`src/rtl/alu_pkg.sv`:
```
// Shared ALU definitions.
//   alu_ctl_t   : ALU control codes (4-bit encoding used by req_ctl / ALUCtl)
//   ALU_NUM_REQ : number of requesters sharing the ALU
//   arb_state_t : response-stage state of the sharing arbiter
package alu_pkg;

  typedef enum logic [3:0] {
    ALU_AND = 4'h0,
    ALU_OR  = 4'h1,
    ALU_ADD = 4'h2,
    ALU_SUB = 4'h6,
    ALU_SLT = 4'h7,
    ALU_NOR = 4'hC
  } alu_ctl_t;

  localparam int unsigned ALU_NUM_REQ = 2;

  typedef enum logic {
    EMPTY = 1'b0,
    FULL  = 1'b1
  } arb_state_t;

endpackage

```
`src/rtl/alu.sv`:
```
// Combinational ALU.
//   ALUCtl : control code (alu_ctl_t encoding); undefined codes give 0
//   A, B   : operands, DATA_WIDTH bits
//   ALUOut : result, wraps at DATA_WIDTH bits
//   Zero   : 1 when ALUOut is all zeros
module alu
  import alu_pkg::*;
#(
  parameter int unsigned DATA_WIDTH = 32
) (
  input  logic [3:0]            ALUCtl,
  input  logic [DATA_WIDTH-1:0] A,
  input  logic [DATA_WIDTH-1:0] B,
  output logic [DATA_WIDTH-1:0] ALUOut,
  output logic                  Zero
);

  always_comb begin
    ALUOut = '0;
    case (ALUCtl)
      ALU_AND: ALUOut = A & B;
      ALU_OR:  ALUOut = A | B;
      ALU_ADD: ALUOut = A + B;
      ALU_SUB: ALUOut = A - B;
      ALU_SLT: ALUOut = {{(DATA_WIDTH-1){1'b0}}, ($signed(A) < $signed(B))};
      ALU_NOR: ALUOut = ~(A | B);
      default: ALUOut = '0;
    endcase
  end

  assign Zero = (ALUOut == '0);

endmodule

```
`src/rtl/alu_share_arbiter.sv`:
```
// Shares one combinational ALU between two requesters.
// Requests are arbitrated (round-robin or fixed priority), the ALU result is
// registered into a single response stage and returned to the owning port.
//   clk, rst   : clock (rising edge), asynchronous active-high reset
//   req_valid  : per-port request valid
//   req_ready  : per-port request accepted this cycle (combinational)
//   req_a/b    : per-port operands, port i at [i*DATA_WIDTH +: DATA_WIDTH]
//   req_ctl    : per-port ALU control, port i at [i*4 +: 4]
//   rsp_valid  : per-port response valid, at most one bit set
//   rsp_ready  : per-port response consumed
//   rsp_result : registered ALU result
//   rsp_zero   : registered ALU Zero flag
//   rsp_owner  : port owning the current response
module alu_share_arbiter
  import alu_pkg::*;
#(
  parameter int unsigned DATA_WIDTH     = 32,
  parameter int unsigned FIXED_PRIORITY = 0
) (
  input  logic                              clk,
  input  logic                              rst,
  input  logic [ALU_NUM_REQ-1:0]            req_valid,
  output logic [ALU_NUM_REQ-1:0]            req_ready,
  input  logic [ALU_NUM_REQ*DATA_WIDTH-1:0] req_a,
  input  logic [ALU_NUM_REQ*DATA_WIDTH-1:0] req_b,
  input  logic [ALU_NUM_REQ*4-1:0]          req_ctl,
  output logic [ALU_NUM_REQ-1:0]            rsp_valid,
  input  logic [ALU_NUM_REQ-1:0]            rsp_ready,
  output logic [DATA_WIDTH-1:0]             rsp_result,
  output logic                              rsp_zero,
  output logic                              rsp_owner
);

  arb_state_t                r_state;
  logic [ALU_NUM_REQ-1:0]    r_rsp_valid;
  logic [DATA_WIDTH-1:0]     r_result;
  logic                      r_zero;
  logic                      r_owner;
  logic                      r_last;

  logic                      w_any_req;
  logic                      w_gnt;
  logic                      w_can_accept;
  logic                      w_accept;
  logic [DATA_WIDTH-1:0]     w_a;
  logic [DATA_WIDTH-1:0]     w_b;
  logic [3:0]                w_ctl;
  logic [DATA_WIDTH-1:0]     w_alu_result;
  logic                      w_alu_zero;

  always_comb begin
    w_any_req = |req_valid;
    // With a single (or no) requester the grant is simply req_valid[1];
    // when nothing is valid this selects port 0 for the unused ALU inputs.
    if (req_valid == 2'b11) begin
      w_gnt = (FIXED_PRIORITY != 0) ? 1'b0 : ~r_last;
    end else begin
      w_gnt = req_valid[1];
    end
    // A held response may drain in the same cycle a new one is accepted.
    w_can_accept = (r_state == EMPTY) || rsp_ready[r_owner];
    w_accept     = w_can_accept && w_any_req;
    req_ready    = '0;
    if (w_accept) begin
      req_ready[w_gnt] = 1'b1;
    end
    w_a   = w_gnt ? req_a[DATA_WIDTH +: DATA_WIDTH] : req_a[0 +: DATA_WIDTH];
    w_b   = w_gnt ? req_b[DATA_WIDTH +: DATA_WIDTH] : req_b[0 +: DATA_WIDTH];
    w_ctl = w_gnt ? req_ctl[7:4] : req_ctl[3:0];
  end

  alu #(
    .DATA_WIDTH(DATA_WIDTH)
  ) u_alu (
    .ALUCtl(w_ctl),
    .A     (w_a),
    .B     (w_b),
    .ALUOut(w_alu_result),
    .Zero  (w_alu_zero)
  );

  always_ff @(posedge clk or posedge rst) begin
    if (rst) begin
      r_state     <= EMPTY;
      r_rsp_valid <= '0;
      r_result    <= '0;
      r_zero      <= 1'b0;
      r_owner     <= 1'b0;
      r_last      <= 1'b1;
    end else if (w_accept) begin
      r_state     <= FULL;
      r_rsp_valid <= w_gnt ? 2'b10 : 2'b01;
      r_result    <= w_alu_result;
      r_zero      <= w_alu_zero;
      r_owner     <= w_gnt;
      r_last      <= w_gnt;
    end else if ((r_state == FULL) && rsp_ready[r_owner]) begin
      r_state     <= EMPTY;
      r_rsp_valid <= '0;
    end
  end

  assign rsp_valid  = r_rsp_valid;
  assign rsp_result = r_result;
  assign rsp_zero   = r_zero;
  assign rsp_owner  = r_owner;

endmodule

```
`config.mk`:
```
export PLATFORM = sky130hd
export DESIGN_NAME = alu_share_arbiter
export DESIGN_NICKNAME = d
export VERILOG_FILES = /design/src/rtl/alu_pkg.sv /design/src/rtl/alu.sv /design/src/rtl/alu_share_arbiter.sv
export SDC_FILE = /design/constraint.sdc
export NUM_CORES = 1
export LEC_CHECK = 0
export ABC_AREA = 1
export CORE_ASPECT_RATIO = 1.75
export CORE_MARGIN = 1
export CORE_UTILIZATION = 55
export CTS_BUF_LIST = sky130_fd_sc_hd__clkbuf_2
export DETAILED_ROUTE_END_ITERATION = 12
export GPL_ROUTABILITY_DRIVEN = 0
export GPL_TIMING_DRIVEN = 1
export PLACE_DENSITY = 0.94
export SYNTH_ARGS = -nofsm -noshare
export SYNTH_HDL_FRONTEND = slang
export SYNTH_HIERARCHICAL = 1
export SYNTH_SLANG_ARGS = --single-unit
```
`constraint.sdc`:
```
create_clock -name clk -period 3.8 [get_ports clk]
set_input_delay 0.57 -clock clk [delete_from_list [all_inputs] [get_ports clk]]
set_output_delay 0.57 -clock clk [all_outputs]
set_load 0.005 [all_outputs]
```
==> results of run 1 <==
[kinds of logic after synthesis]
group / Yosys count / synth area share
AO/OA/AOI/OAI: 117 / 0.07918
XOR/XNOR: 1 / 0.0009509
adder cells (fa/ha/maj): 104 / 0.1429
buffers and inverters: 395 / 0.1767
flip-flops: 38 / 0.1034
AND/OR/NAND/NOR: 1133 / 0.4969
[stage by stage]
stage / instance area [um^2] / setup TNS [ps] / instances / setup slack (ps)
global placement: 12770 / -527.3 / 2372 / -237.5
detailed placement: 12770 / -2057 / 2372 / -367.9
floorplan: 9213 / 0 / 1788 / 745.0
CTS: 12840 / 0 / 2380 / 43.44
[metal layers]
metal,track usage,overflow
met1,0.4050,0
met2,0.7477,0
met3,0.1359,0
met4,0.4314,1
met5,0,0
==> metrics.md, run 1 <==
| Metric | Value |
|---|---|
| All-Layer GR Usage | 0.4412 |
| Starting density of the core | 0.5628 |
| Area share of the largest cell type after synthesis | 0.3060 |
| Yosys cell types | 38 |
| Pin count of the biggest net entering global routing | 48 |
| Synthesized netlist net count | 2034 |
| Total number of H-tree levels | 2 |
| Total CTS buffers | 5 |
| Largest area contributor in the netlist | nand2_1 |
| Total number of placement rows | 62 |
| Outcome | stopped before the end |
| Area of the mapped netlist | 9213 um^2 |
| Warnings, synthesis | 6 |
| Clock Root Buffer | clkbuf_2 |
| Vertical extent of the die | 173.2 um |
| Yosys reg bits | 38 |
| Top-level I/O count | 180 |
| Deepest clock path buffer count | 2 |
| Most area-consuming cells after synthesis | nand2_1 31%, ha_1 14%, inv_1 13% |
| Remaining global-route overflow | 1 |
| Clock tree sinks | 38 |
| Via count of the first global-routing pass | 13490 |
| Final HPWL from detailed placement | 29.25 mm |
| Leading register cell type out of synthesis | dfrtp_1 |
| Part of the Yosys area used for sequential elements | 0.1034 |
| Wire length of the first global-routing pass | 60.69 mm |
| Number of hold-repair buffers added at the cts stage | 0 |
| Avg Inst Size Synth | 5.152 um^2 |
| Die width | 99.84 um |
| Buffers added on ports | 179 |
| List of most frequent post-synthesis cells | 751 x nand2_1, 328 x inv_1, 186 x nor2_1, 148 x nand3_1, 102 x ha_1 |
| Stage where the flow stopped | 5_1_grt |
| Number of standard cells after synthesis | 1788 |
| Post-CTS setup buffer count | 0 |
| Halt Reason | [ERROR GRT-0116] Global routing finished with congestion. Check the congestion regions in the DRC Viewer. |
| Number of enable flip-flop cells after synthesis | 0 |
| Post-cts gate resize count | 0 |
| Cell with the most instances after synthesis | nand2_1 |
| Share of synthesized flip-flops with an asynchronous set or reset | 1.000 |
==> run 2: changes to the inputs <==
Settings changed: CORE_ASPECT_RATIO 1.75 to default, CORE_UTILIZATION 55 to 40, CTS_BUF_LIST sky130_fd_sc_hd__clkbuf_2 to default, PLACE_DENSITY 0.94 to default, PLACE_DENSITY_LB_ADDON from default to 0.15.
==> metrics.md, run 2 <==
| Metric | Value |
|---|---|
| RSZ-0062 raised after global routing | false |
| Number of hold-repair buffers added at the cts stage | 0 |
| Final HPWL from detailed placement | 26.89 mm |
| Residual DRC | 0 |
| Yosys cell types | 38 |
| Hold_sp | rsp_result[2]$_DFFE_PP0P_ |
| Commonest non-fill, non-tap cells in the layout | 722 x nand2_1, 322 x inv_1, 261 x buf_4 |
| Share of the clock period used by the worst path | 0.8993 |
| Final routed wire length divided by cell count | 13.30 um |
| Total number of placement rows | 55 |
| Total CTS buffers | 5 |
| Overall Power | 6.627 mW |
| Most frequent standard cell in the layout excluding fill and tap cells | nand2_1 |
| Startpoint of the most critical register-to-register path | r_last$_DFFE_PP1P_ |
| Hold Crit Class | flop to flop |
| Clock Root Buffer | clkbuf_16 |
| Minimum clock period after layout | 3417 ps |
| Die width | 153.8 um |
| CTS tree | yes |
| Antenna violations before repair | 0 |
| Floorplan die area | 23640 um^2 |
| Buffers added on ports | 179 |
| Worst-path maximum fanout | 10 |
| Most area-consuming cells after synthesis | nand2_1 31%, ha_1 14%, inv_1 13% |
| Avg Inst Size Synth | 5.152 um^2 |
| Pin count of the biggest net entering global routing | 45 |
| Remaining number of nets flagged by the antenna check after routing | 0 |
| Register Area | 952.2 um^2 |
| Worst r2r dst | rsp_zero$_DFFE_PP0P_ |
| All-Layer GR Usage | 0.2634 |
| Number of standard cells after synthesis | 1788 |
| Via count of the first global-routing pass | 10960 |
| Fillers | 2210 |
| Total number of H-tree levels | 2 |
| Critical path's most frequent cell | nand2_1 |
| Layout Cell Area excl Fill | 14150 um^2 |
| Yosys reg bits | 38 |
| Wire length reported by the detailed router | 33.01 mm |
| Top-level I/O count | 180 |
| Post-synthesis to final-layout area growth | 53.62% |
| Normalized max-slew margin | 0.6786 |
| Nets | 2441 |
| Proportion of layout cells with a drive suffix above 1 | 0.2067 |
| Setup Skew | 5.091 ps |
| Insertion delay of the later-clocked pin in the worst-skew pair | 280 ps |
| Cell with the biggest individual delay on the critical path | dfstp_2 |
| Remaining global-route overflow | 0 |
| Share of synthesized flip-flops with an asynchronous set or reset | 1.000 |
| Final setup violation count | 0 |
| Clock tree sinks | 38 |
| Hold WS | 465.5 ps |
| Final TNS setup | 0 ps |
| CP Data Arrival Time | 3640 ps |
| Overall via count from detail_route | 11970 |
| Timing-limited maximum frequency | 292.6 MHz |
| Leak | 8.220 nW |
| Core region area | 22640 um^2 |
| Max stage delay on crit path | 540 ps |
| CP Capture Type | flop |
| Data required time of the worst path | 4020 ps |
| Number of flip-flops under the largest register name | 32 |
| Post-route core utilization | 0.6251 |
| Peak supply drop | 0.2081 mV |
| Area post-placement | 13120 um^2 |
| Area of the mapped netlist | 9213 um^2 |
| Wire length of the first global-routing pass | 51.34 mm |
| Antenna cells | 0 |
| List of most frequent post-synthesis cells | 751 x nand2_1, 328 x inv_1, 186 x nor2_1, 148 x nand3_1, 102 x ha_1 |
| Maximum capacitance violations | 0 |
| First-pass iteration count of the detailed router | 8 |
| Warnings, synthesis | 6 |
| Power density relative to cell area | 468.3 nW/um^2 |
| Outcome | finished clean |
| Synthesized netlist net count | 2034 |
| Final Hold Vio Count | 0 |
| Endpoint with the worst hold slack | rsp_result[2]$_DFFE_PP0P_ |
| Register-to-Register Path Depth | 26 |
| Starting density of the core | 0.4069 |
| Part of the Yosys area used for sequential elements | 0.1034 |
| Number of cells on the worst hold path | 2 |
| Category of the worst setup path launch point | flop |
| DP Worst Slack | -509.9 ps |
| Delay-heaviest family, CP | simple AND/OR/NAND/NOR gates |
| Number of cells after detailed placement | 2460 |
| Crit path buffers/inverters | 4 |
| Number of enable flip-flop cells after synthesis | 0 |
| Post-DR vias/cell | 4.824 |
| Clock slew at the register clock pins of the worst setup and hold paths | 60 ps |
| Leading register cell type out of synthesis | dfrtp_1 |
| Worst setup slack after layout | 382.6 ps |
| Cell with the most instances after synthesis | nand2_1 |
| Final slew viol count | 0 |
| Deepest clock path buffer count | 2 |
| Area share of the largest cell type after synthesis | 0.3060 |
| Area taken by multi-input logic gates | 7338 um^2 |
| Reg-to-reg setup timing slack | 380 ps |
| Vertical extent of the die | 153.8 um |
| Largest area contributor in the netlist | nand2_1 |
| Number of standard cells in the layout, taps in and fillers out | 2481 |
| DRC violation total after the first TritonRoute iteration | 939 |
| Stages on worst setup path | 26 |
| Path type of the worst setup path | flop to flop |
| Pin slew with the least headroom to its limit | 479.2 ps |
[run 2: worst register-to-register path, cell delays in order (launching register included)]
cell     delay, ps
dfstp_2        540
nand2_2         70
nand2_4        130
buf_8          160
buf_6          190
nand2_1         70
nand2_1        100
inv_1           80
ha_4           320
nand2_2         90
nor2_2         130
inv_1           40
nor2_1         110
nand2_2         90
nand3_4        100
nand2_1         80
nand2_1         90
nand2_1         90
nand3_1         90
nand2_1         70
nand3_1        120
nand3_2        140
nor2_2         140
nand2_1         70
nor2_2          90
nand3_1         70
nand2_1         70
[run 2: cell families after synthesis]
group,share of synthesized area
buf+inv,0.1767
xor+xnor,0.0009509
compound gates,0.07918
flops,0.1034
simple gates,0.4969
fa+ha+maj,0.1429
[run 2: worst max path at each step]
stage                       start                   end
2_1_floorplan        req_valid[0]  rsp_zero$_DFFE_PP0P_
3_3_place_gp         req_valid[0]  rsp_zero$_DFFE_PP0P_
3_5_place_dp         req_valid[0]  rsp_zero$_DFFE_PP0P_
4_1_cts              req_valid[0]  rsp_zero$_DFFE_PP0P_
5_1_grt        r_last$_DFFE_PP1P_  rsp_zero$_DFFE_PP0P_
6_report       r_last$_DFFE_PP1P_  rsp_zero$_DFFE_PP0P_
[run 2: power by group]
group	leakage [nW]	switching (mW)	internal, mW	total, mW
combinational	7.65	2.99	2.52	5.51
clock	0.0729	0.154	0.259	0.414
sequential	0.499	0.109	0.590	0.699
[run 2: layer usage]
metal	vias to the layer above	track usage	share of wire
met5	-	0	0
met4	0	0.07524	0.024
met3	60	0.03608	0.068
met2	396	0.4478	0.45
met1	5293	0.3457	0.45
li1	6220	-	-
[run 2: layout make-up]
type,count,area share
repair buffers,457,0.2883
multi-input cells,1355,0.5185
clock buffers,6,0.009813
clock inverters,2,0.0008841
flip-flops and latches,38,0.06728
inverters,338,0.09000
well taps,285,0.02520
[run 2: repair_timing]
item	4_1_cts	5_1_grt
pin swaps	1	25
setup endpoints to repair	3	18
buffers inserted	0	9
resized for setup	19	165
gates cloned	0	4
Power figures use the tool's default switching activity.
==> run 3: changes to the inputs <==
==> constraint.sdc (replaced) <==
create_clock -name clk -period 3.8 [get_ports clk]
set_input_delay 0.76 -clock clk [delete_from_list [all_inputs] [get_ports clk]]
set_output_delay 0.76 -clock clk [all_outputs]
set_load 0.005 [all_outputs]
==> metrics.md, run 3 (synthesis results as in run 2) <==
| Metric | Value |
|---|---|
| Final setup violation count | 0 |
| Final TNS setup | 0 ps |
| Post-synthesis to final-layout area growth | 56.13% |
| Setup Skew | 4.298 ps |
| Final routed wire length divided by cell count | 13.77 um |
| Clock slew at the register clock pins of the worst setup and hold paths | 60 ps |
| Remaining number of nets flagged by the antenna check after routing | 0 |
| Timing-limited maximum frequency | 277.8 MHz |
| Critical path's most frequent cell | nand2_1 |
| Via count of the first global-routing pass | 11370 |
| Number of cells on the worst hold path | 2 |
| Maximum capacitance violations | 0 |
| Fillers | 2194 |
| Commonest non-fill, non-tap cells in the layout | 709 x nand2_1, 316 x inv_1, 271 x buf_4 |
| Pin count of the biggest net entering global routing | 45 |
| Power density relative to cell area | 470.6 nW/um^2 |
| Outcome | finished clean |
| Proportion of layout cells with a drive suffix above 1 | 0.2228 |
| Minimum clock period after layout | 3600 ps |
| DP Worst Slack | -668.8 ps |
| Layout Cell Area excl Fill | 14380 um^2 |
| Starting density of the core | 0.4069 |
| Overall Power | 6.770 mW |
| Core region area | 22640 um^2 |
| Leak | 8.306 nW |
| Number of hold-repair buffers added at the cts stage | 0 |
| Stages on worst setup path | 24 |
| DRC violation total after the first TritonRoute iteration | 909 |
| Pin slew with the least headroom to its limit | 538.7 ps |
| Deepest clock path buffer count | 2 |
| All-Layer GR Usage | 0.2775 |
| Total number of H-tree levels | 2 |
| Antenna cells | 0 |
| Worst-path maximum fanout | 10 |
| Nets | 2453 |
| Cell with the biggest individual delay on the critical path | o21ai_0 |
| Wire length of the first global-routing pass | 53.79 mm |
| Proportion of power drawn by flip-flops and latches | 0.104 |
| Hold Crit Class | flop to flop |
| Area post-placement | 13250 um^2 |
| Number of flip-flops under the largest register name | 32 |
| Clk pwr share | 0.062 |
| Remaining global-route overflow | 0 |
| CTS tree | yes |
| Total number of placement rows | 55 |
| First-pass iteration count of the detailed router | 5 |
| CP Capture Type | flop |
| Insertion delay of the later-clocked pin in the worst-skew pair | 280 ps |
| Residual DRC | 0 |
| Clock tree sinks | 38 |
| Final HPWL from detailed placement | 27.16 mm |
| Peak supply drop | 0.2120 mV |
| Vertical extent of the die | 153.8 um |
| CP Launch Point | req_valid[1] |
| Clock Root Buffer | clkbuf_16 |
| Comb pwr share | 0.835 |
| Worst r2r dst | rsp_zero$_DFFE_PP0P_ |
| Category of the worst setup path launch point | input port |
| Wire length reported by the detailed router | 34.34 mm |
| Register-to-Register Path Depth | 24 |
| Final Hold Vio Count | 0 |
| Post-DR vias/cell | 4.914 |
| Floorplan die area | 23640 um^2 |
| Startpoint of the most critical register-to-register path | r_last$_DFFE_PP1P_ |
| Destination of the critical timing path | rsp_zero$_DFFE_PP0P_ |
| Die width | 153.8 um |
| CP Data Arrival Time | 3820 ps |
| Crit path buffers/inverters | 6 |
| Number of standard cells in the layout, taps in and fillers out | 2493 |
| Reg-to-reg setup timing slack | 350 ps |
| Share of the clock period used by the worst path | 0.9474 |
| Ordered list of cells on the worst path | clkdlybuf4s15_1 > nand2_4 > buf_12 > clkbuf_16 > nand2_1 > nand2_1 > inv_1 > ha_1 > o21ai_0 > a21oi_1 > nand2_1 > a21oi_2 > buf_4 > nand2_1 > nand2_1 > nand3_1 > nand2_1 > inv_1 > nand3_1 > nor2_1 > nand2_1 > nor2_1 > nand3_1 > nand2_1 |
| Antenna violations before repair | 0 |
| Max stage delay on crit path | 440 ps |
| Switching power as a share of total power | 0.4950 |
| Delay-heaviest family, CP | simple AND/OR/NAND/NOR gates |
| Most frequent standard cell in the layout excluding fill and tap cells | nand2_1 |
| Data required time of the worst path | 4020 ps |
| Final slew viol count | 0 |
| Number of cells after detailed placement | 2476 |
| Normalized max-slew margin | 0.6409 |
| Power dissipated by switching net loads | 3.351 mW |
| Worst setup slack after layout | 199.8 ps |
| Top-level I/O count | 180 |
| Buffers added on ports | 179 |
| Total CTS buffers | 5 |
| Internal power | 3.418 mW |
| Path type of the worst setup path | input port to flop |
| Overall via count from detail_route | 12250 |
## run 3: changes by cell type in the layout (fill, tap and decap cells not counted), sizes merged
cell           change
buf               +10
clkbuf             +2
clkdlybuf4s15      +1
dlymetal6s2s       -1
## run 3: metrics by stage
stage,hold slack [ps],utilization
final,469.1,0.6353
after global routing,490.9,0.6353
after CTS,472.7,0.6127
after detailed placement,458.2,0.5852
after global placement,454.3,0.5852
after floorplan,442.3,-
## run 3: worst reg2reg max path: stages, from the launching register on
cell	delay, ps
dfstp_2	540
nand2_2	60
nand2_4	140
buf_12	180
clkbuf_16	180
nand2_1	50
nand2_1	80
inv_1	50
ha_1	390
o21ai_0	450
a21oi_1	160
nand2_1	140
a21oi_2	60
buf_4	140
nand2_1	50
nand2_1	50
nand3_1	70
nand2_1	70
inv_1	60
nand3_1	80
nor2_1	90
nand2_1	60
nor2_1	80
nand3_1	70
nand2_1	80
## run 3: per-layer routing
layer  vias to the layer above  part of all wire  track usage
met2                       478              0.46       0.4814
met1                      5472              0.44       0.3694
met4                         0             0.023      0.07143
li1                       6243                 -            -
met3                        57             0.076      0.02170
met5                         -                 0            0
## run 3: area by class of cell
cell class                      instances  area (um^2)  area share
Multi-Input combinational cell       1355         7415      0.5155
Sequential cell                        38        952.2     0.06620
Inverter                              338         1276     0.08873
Clock buffer                            6        138.9    0.009656
Clock inverter                          2        12.51   0.0008699
Timing Repair Buffer                  469         4233      0.2943
Tap cell                              285        356.6     0.02479
## run 3: power by group through the flow
stage / combinational (mW) / sequential, mW / clock (mW)
4_1_cts: 5.25 / 0.700 / 0.423
2_1_floorplan: 2.68 / 0.705 / 0
5_1_grt: 6.19 / 0.724 / 0.441
3_3_place_gp: 4.87 / 0.700 / 0
3_5_place_dp: 4.95 / 0.704 / 0
6_report: 5.65 / 0.701 / 0.417
## run 3: what timing repair did
action                                  4_1_cts  5_1_grt
endpoints found under the setup margin       12       19
pin swaps                                     9       19
gates cloned                                  1        5
gates resized for setup                     104      111
buffers inserted                              0        3
## run 3: worst min path at each step
stage	start	endpoint	slack, ps
3_3_place_gp	rsp_result[6]$_DFFE_PP0P_	rsp_result[6]$_DFFE_PP0P_	450
4_1_cts	rsp_result[2]$_DFFE_PP0P_	rsp_result[2]$_DFFE_PP0P_	470
5_1_grt	r_last$_DFFE_PP1P_	r_last$_DFFE_PP1P_	490
2_1_floorplan	r_last$_DFFE_PP1P_	r_last$_DFFE_PP1P_	440
6_report	rsp_result[2]$_DFFE_PP0P_	rsp_result[2]$_DFFE_PP0P_	470
3_5_place_dp	rsp_result[10]$_DFFE_PP0P_	rsp_result[10]$_DFFE_PP0P_	460
